### src/rtl/inverter_chain_freq_meter_if.sv
// ----------------------------------------------------------------------------
// inverter_chain_freq_meter_if
//   Control/result bundle of the inverter-chain frequency meter.
//   master : requester side (drives start/ch_sel/gate_len, reads results)
//   slave  : meter side
//   Signals:
//     ch_sel   [CH_W]   channel to measure, sampled on accepted start
//     gate_len [GATE_W] window length in clk cycles, sampled on accepted start
//     start             measurement request (taken only while busy==0)
//     busy              measurement in progress
//     done              one-cycle pulse, count/overflow just updated
//     count    [CNT_W]  rising edges seen in the last window
//     overflow          last window saturated the counter
// ----------------------------------------------------------------------------
interface inverter_chain_freq_meter_if #(
   parameter int NUM_CH = 4,
   parameter int CNT_W  = 16,
   parameter int GATE_W = 12
);
   localparam int CH_W = (NUM_CH > 1) ? $clog2(NUM_CH) : 1;

   logic [CH_W-1:0]   ch_sel;
   logic [GATE_W-1:0] gate_len;
   logic              start;
   logic              busy;
   logic              done;
   logic [CNT_W-1:0]  count;
   logic              overflow;

   modport master (
      output ch_sel, gate_len, start,
      input  busy, done, count, overflow
   );

   modport slave (
      input  ch_sel, gate_len, start,
      output busy, done, count, overflow
   );
endinterface

### src/rtl/inverter_chain_freq_meter.sv
// ----------------------------------------------------------------------------
// inverter_chain_freq_meter
//   Counts rising edges of one of NUM_CH asynchronous ring-oscillator /
//   inverter-chain outputs over a window of gate_len clk cycles.
//   Ports:
//     clk     clock
//     rst_n   asynchronous active-low reset
//     sig_in  [NUM_CH] asynchronous oscillator outputs
//     bus     control/result interface (slave modport)
//   Build option:
//     COUNT_SAT_EN  when defined the edge counter saturates at 2^CNT_W-1 and
//                   overflow reports it; otherwise the counter wraps and
//                   overflow is tied low.
// ----------------------------------------------------------------------------
module inverter_chain_freq_meter #(
   parameter int NUM_CH      = 4,
   parameter int CNT_W       = 16,
   parameter int GATE_W      = 12,
   parameter int SYNC_STAGES = 2
) (
   input  logic                         clk,
   input  logic                         rst_n,
   input  logic [NUM_CH-1:0]            sig_in,
   inverter_chain_freq_meter_if.slave   bus
);
   localparam int CH_W = (NUM_CH > 1) ? $clog2(NUM_CH) : 1;

   typedef enum logic [1:0] {IDLE, ARM, MEASURE, DONE} state_t;

   state_t                              state_q, state_d;
   logic [SYNC_STAGES-1:0][NUM_CH-1:0]  sync_q;
   logic                                s_prev_q;
   logic [CH_W-1:0]                     ch_q, ch_d;
   logic [GATE_W-1:0]                   gate_cnt_q, gate_cnt_d;
   logic [CNT_W-1:0]                    edge_cnt_q, edge_cnt_d, edge_inc;
   logic [CNT_W-1:0]                    count_q, count_d;
   logic                                busy_q, busy_d;
   logic                                done_q, done_d;
   logic                                s_sel, rise;
`ifdef COUNT_SAT_EN
   logic                                ovf_q, ovf_d, ovf_inc;
   logic                                overflow_q, overflow_d;
`endif

   // Every channel is synchronised all the time; the mux sits after the
   // synchronisers so switching channels never samples a raw async pin.
   always_ff @(posedge clk or negedge rst_n) begin
      if (!rst_n) begin
         sync_q   <= '0;
         s_prev_q <= 1'b0;
      end else begin
         sync_q   <= {sync_q[SYNC_STAGES-2:0], sig_in};
         // Tracking the selected channel every cycle (including ARM) makes
         // the first MEASURE cycle compare against the new channel.
         s_prev_q <= s_sel;
      end
   end

   assign s_sel = sync_q[SYNC_STAGES-1][ch_q];
   assign rise  = s_sel & ~s_prev_q;

   // Edge counter increment, saturating or wrapping depending on build.
   always_comb begin
      edge_inc = edge_cnt_q;
`ifdef COUNT_SAT_EN
      ovf_inc  = ovf_q;
      if (rise) begin
         if (&edge_cnt_q) ovf_inc  = 1'b1;
         else             edge_inc = edge_cnt_q + CNT_W'(1);
      end
`else
      if (rise) edge_inc = edge_cnt_q + CNT_W'(1);
`endif
   end

   always_comb begin
      state_d    = state_q;
      busy_d     = busy_q;
      done_d     = 1'b0;
      count_d    = count_q;
      ch_d       = ch_q;
      gate_cnt_d = gate_cnt_q;
      edge_cnt_d = edge_cnt_q;
`ifdef COUNT_SAT_EN
      ovf_d      = ovf_q;
      overflow_d = overflow_q;
`endif
      case (state_q)
         IDLE: begin
            if (bus.start) begin
               // Out-of-range selections fall back to channel 0.
               ch_d       = (32'(bus.ch_sel) >= NUM_CH) ? '0 : bus.ch_sel;
               gate_cnt_d = bus.gate_len;
               edge_cnt_d = '0;
`ifdef COUNT_SAT_EN
               ovf_d      = 1'b0;
`endif
               busy_d     = 1'b1;
               state_d    = ARM;
            end
         end
         ARM: begin
            if (gate_cnt_q == '0) begin
               count_d    = '0;
`ifdef COUNT_SAT_EN
               overflow_d = 1'b0;
`endif
               done_d     = 1'b1;
               state_d    = DONE;
            end else begin
               state_d    = MEASURE;
            end
         end
         MEASURE: begin
            edge_cnt_d = edge_inc;
`ifdef COUNT_SAT_EN
            ovf_d      = ovf_inc;
`endif
            gate_cnt_d = gate_cnt_q - GATE_W'(1);
            // Last window cycle: publish including this cycle's edge.
            if (gate_cnt_q == GATE_W'(1)) begin
               count_d    = edge_inc;
`ifdef COUNT_SAT_EN
               overflow_d = ovf_inc;
`endif
               done_d     = 1'b1;
               state_d    = DONE;
            end
         end
         DONE: begin
            busy_d  = 1'b0;
            state_d = IDLE;
         end
         default: begin
            busy_d  = 1'b0;
            state_d = IDLE;
         end
      endcase
   end

   always_ff @(posedge clk or negedge rst_n) begin
      if (!rst_n) begin
         state_q    <= IDLE;
         busy_q     <= 1'b0;
         done_q     <= 1'b0;
         count_q    <= '0;
         ch_q       <= '0;
         gate_cnt_q <= '0;
         edge_cnt_q <= '0;
`ifdef COUNT_SAT_EN
         ovf_q      <= 1'b0;
         overflow_q <= 1'b0;
`endif
      end else begin
         state_q    <= state_d;
         busy_q     <= busy_d;
         done_q     <= done_d;
         count_q    <= count_d;
         ch_q       <= ch_d;
         gate_cnt_q <= gate_cnt_d;
         edge_cnt_q <= edge_cnt_d;
`ifdef COUNT_SAT_EN
         ovf_q      <= ovf_d;
         overflow_q <= overflow_d;
`endif
      end
   end

   assign bus.busy  = busy_q;
   assign bus.done  = done_q;
   assign bus.count = count_q;
`ifdef COUNT_SAT_EN
   assign bus.overflow = overflow_q;
`else
   assign bus.overflow = 1'b0;
`endif

endmodule

### src/flat_wrapper.sv
// flat-port wrapper written by rule: the top's interface ports become plain ports
module inverter_chain_freq_meter_flat 
#(
   parameter int NUM_CH      = 4,
   parameter int CNT_W       = 16,
   parameter int GATE_W      = 12,
   parameter int SYNC_STAGES = 2
)
  (clk, rst_n, sig_in, bus_ch_sel, bus_gate_len, bus_start, bus_busy, bus_done, bus_count, bus_overflow);
  inverter_chain_freq_meter_if #(.NUM_CH(NUM_CH), .CNT_W(CNT_W), .GATE_W(GATE_W)) bus_i ();
  input  logic clk;
  input  logic rst_n;
  input  logic [NUM_CH-1:0] sig_in;
  input wire logic [$bits(bus_i.ch_sel)-1:0] bus_ch_sel;
  input wire logic [$bits(bus_i.gate_len)-1:0] bus_gate_len;
  input wire logic [$bits(bus_i.start)-1:0] bus_start;
  output wire logic [$bits(bus_i.busy)-1:0] bus_busy;
  output wire logic [$bits(bus_i.done)-1:0] bus_done;
  output wire logic [$bits(bus_i.count)-1:0] bus_count;
  output wire logic [$bits(bus_i.overflow)-1:0] bus_overflow;
  assign bus_i.ch_sel = bus_ch_sel;
  assign bus_i.gate_len = bus_gate_len;
  assign bus_i.start = bus_start;
  assign bus_busy = bus_i.busy;
  assign bus_done = bus_i.done;
  assign bus_count = bus_i.count;
  assign bus_overflow = bus_i.overflow;
  inverter_chain_freq_meter #(.NUM_CH(NUM_CH), .CNT_W(CNT_W), .GATE_W(GATE_W), .SYNC_STAGES(SYNC_STAGES)) u_core (.clk(clk), .rst_n(rst_n), .sig_in(sig_in), .bus(bus_i));
endmodule
### config.mk
export PLATFORM = sky130hd
export DESIGN_NAME = inverter_chain_freq_meter_flat
export DESIGN_NICKNAME = d
export VERILOG_FILES = /design/src/rtl/inverter_chain_freq_meter_if.sv /design/src/rtl/inverter_chain_freq_meter.sv /design/src/flat_wrapper.sv
export SDC_FILE = /design/constraint.sdc
export NUM_CORES = 1
export LEC_CHECK = 0
export ABC_AREA = 1
export CAP_MARGIN = 30
export CORE_ASPECT_RATIO = 0.7
export CORE_MARGIN = 2
export CORE_UTILIZATION = 50
export CTS_CLUSTER_SIZE = 20
export DETAILED_ROUTE_END_ITERATION = 7
export PLACE_DENSITY = 0.73
export SLEW_MARGIN = 40
export SYNTH_ARGS = -nofsm -noshare
export SYNTH_HDL_FRONTEND = slang
export SYNTH_SLANG_ARGS = --single-unit
### constraint.sdc
create_clock -name clk -period 2.15 [get_ports clk]
set_clock_uncertainty 0.05 [all_clocks]
set_input_delay 0.43 -clock clk [delete_from_list [all_inputs] [get_ports clk]]
set_output_delay 0.43 -clock clk [all_outputs]
set_load 0.02 [all_outputs]
==> impl_metrics.yaml <==
power:
  seq_power_share: 0.335
  power.leakage_uw: 0.001881
  switching_share: 0.4353
  p_clk_frac: 0.234
  p_int_uw: 2547
  powerDensity_nw_per_um2: 1148
  p_sw_uw: 1964
  combPwrFrac: 0.431
  peakVddDrop_v: 0.0007408
synthesis:
  synth.cell_area_um2: 3259
  syn_nets: 470
  synth_cells: 441
  yosysUniqueCellTypes: 33
  synth_area_leaders: "dfrtp_1 (45%), nand2_1 (18%), nand3_1 (6.6%), o21ai_0 (5.4%), inv_1 (4.8%)"
  ys_seq_elements: 59
  synth_area_per_cell_um2: 7.391
  synth_top_area_cell: "dfrtp_1"
  synth.top_cell.area_share: 0.4530
  synth-seq-area-share: 0.4530
  yosys_warnings: 0
die:
  row_count: 24
  ios: 40
  dieArea_um2: 7191
  start_util: 0.5193
  die_w_um: 100.5
  die_y_um: 71.55
  coreArea_um2: 6276
drt:
  routed_wl_um: 7431
  wl_per_cell_um: 13.11
  num_vias: 2935
  drc: 0
  drt-vias-per-instance: 5.176
  drt_pass1_iterations: 5
  antenna_left: 0
  drt_iter0_drc: 160
timing:
  max_freq_mhz: 549.5
  fin_setup_tns_ns: 0
  hold_slack_ns: -0.005024
  final.period_utilization: 0.8464
  period_needed_ns: 1.820
  hold_viol_final: 9
  rsz0062_at_grt: "no"
  finalMaxSlewViolations: 0
  max_slew_margin: 0.6609
  setup_violations: 0
  worst_pin_slew_ns: 0.5087
layout:
  final_core_util: 0.6258
  seq_area_um2: 1476
  drive_gt1_frac: 0.09611
  nets: 513
  multi_input_area_um2: 1513
  final_common_cell: "nand2_1"
  diodes: 0
  syn2layout_area_growth_pct: 20.50
  nFillCells: 588
  mostFrequentLayoutCells: "nand2_1 (152), dfrtp_1 (59), nand3_1 (43)"
clock_tree:
  numCtsBuffers: 9
  htreeDepth: 3
  root_buffer: "clkbuf_8"
  cts.path.max_buffers: 2
  ctsResizeCount: 0
  ctsHoldBuffers: 0
  cts_setup_buffers: 0
  clock-sinks: 59
  cts_tree: "built"
  clk_pin_slew_ns: 0.07
  worstSkewPairLatency_ns: 0.35
worst_setup_path:
  cp_common_cell: "nand2_1"
  cp-start-kind: "flip-flop"
  end_kind: "flip-flop"
  crit_chain: "inv_1 > ha_1 > inv_1 > nor2_1 > nand2_1 > nand2_1 > nand3_2 > buf_4 > nand2_1 > nand2_1"
  slowest_stage: "dfrtp_1"
  required_ns: 2.34
  crit_path_max_incr_delay_ns: 0.40
  cp_max_fo: 11
  criticalPathCategory: "reg2reg"
  worstPathArrival_ns: 2.01
global_route:
  grt_pass1_vias: 2744
  antenna_found_initial: 0
  overflow: 0
  grt_max_degree: 29
  grt_pass1_wl_um: 12810
  grt_use_total: 0.2316
place:
  io_buffers: 38
  dp_hpwl_um: 5197
  gp_congestion: 0.9788
run:
  drv_cap: 0
run_status:
  failed_checks: "hold timing"
  status: "finished, violations left"
hold_path:
  hp-class: "in2async"
## per-layer routing
metal	vias up	track usage	wire length, um
met2	98	0.3229	3051
met4	0	0.07154	79
met3	8	0.08293	541
li1	1490	-	-
met1	1339	0.3384	3759
met5	-	0	0
## final cells by class
class | count | area share
multi-input cells | 320 | 0.3852
flip-flops and latches | 59 | 0.3759
repair buffers | 48 | 0.1179
inverters | 46 | 0.04428
clock buffers | 12 | 0.03950
well taps | 78 | 0.02485
clock inverters | 4 | 0.01242
## synthesized netlist by cell type
cell      number
conb_1         1
o22ai_1        2
buf_1          1
nand4_1        7
nor2_4         2
buf_8          1
nor2_1        34
a22o_1         1
o21ai_1        1
buf_2          2
inv_2          3
nor3_1         1
ha_1           8
a31o_2         1
clkbuf_1       7
and2_1         1
clkinv_2       1
o21a_1         1
o21ai_2        1
inv_1         42
nand3_1       43
buf_4          4
dfrtp_1       59
nand3_2        2
nand2_1      152
o21ai_0       35
a21oi_1        9
xnor2_1        1
nor2_2         5
nand2_2        6
buf_6          1
xor2_1         3
o211ai_1       3
## stage by stage
stage          instance area [um2]  power, uW  setup WS (ns)  std cells  hold slack [ns]
4_1_cts                       3928       4532         0.3129        567         0.007340
3_3_place_gp                  3724       3418         0.3458        551           0.2859
2_1_floorplan                 3259       2984         0.5560        441          0.08441
5_1_grt                       3928       4879         0.1644        567          0.01599
6_report                      3928       4511         0.3302        567        -0.005024
3_5_place_dp                  3724       3455         0.2802        551           0.2873
## worst max-delay path, delay by kind of cell (launching register included)
| kind | cells | cell delay (ns) |
|---|---|---|
| simple gates | 6 | 0.63 |
| fa+ha+maj | 1 | 0.17 |
| flops | 1 | 0.40 |
| buf+inv | 3 | 0.46 |
## worst paths after layout
path                                      start                     to  slack [ns]  cells after the start
setup / recovery           u_core.gate_cnt_q[0]   u_core.bus.count[10]        0.33                     10
hold / removal                            rst_n   u_core.edge_cnt_q[2]      -0.005                      1
setup reg to reg           u_core.gate_cnt_q[0]   u_core.bus.count[10]        0.33                     10
hold reg to reg                u_core.sync_q[1]       u_core.sync_q[5]        0.30                      0
max in group asynchronous                 rst_n  u_core.edge_cnt_q[11]        1.49                      2
min in group clk               u_core.sync_q[1]       u_core.sync_q[5]        0.30                      0
## flip-flops by register name, summed over array words and instances (netlist names), 2 cells and up
name and cells:
u_core.gate_cnt_q 12, u_core.sync_q 8, u_core.ch_q 2, u_core.edge_cnt_q 16
u_core.bus.count 16, u_core.state_q 2
## logic make-up after synthesis
kind of cell | count (synthesis) | share of synthesized area
compound gates | 54 | 0.09021
simple gates | 253 | 0.3313
fa+ha+maj | 8 | 0.03071
other cells | 1 | 0.001151
buf+inv | 62 | 0.08291
flops | 59 | 0.4530
xor+xnor | 4 | 0.01075
## power by group through the flow
| stage | Clock (uW) | Combinational (uW) | Sequential [uW] |
|---|---|---|---|
| 6_report | 1060 | 1940 | 1510 |
| 4_1_cts | 1080 | 1940 | 1510 |
| 3_3_place_gp | 0 | 1900 | 1520 |
| 2_1_floorplan | 0 | 1470 | 1520 |
| 3_5_place_dp | 0 | 1930 | 1520 |
| 5_1_grt | 1130 | 2200 | 1550 |
Note: power is estimated with default switching activity, not from simulation.
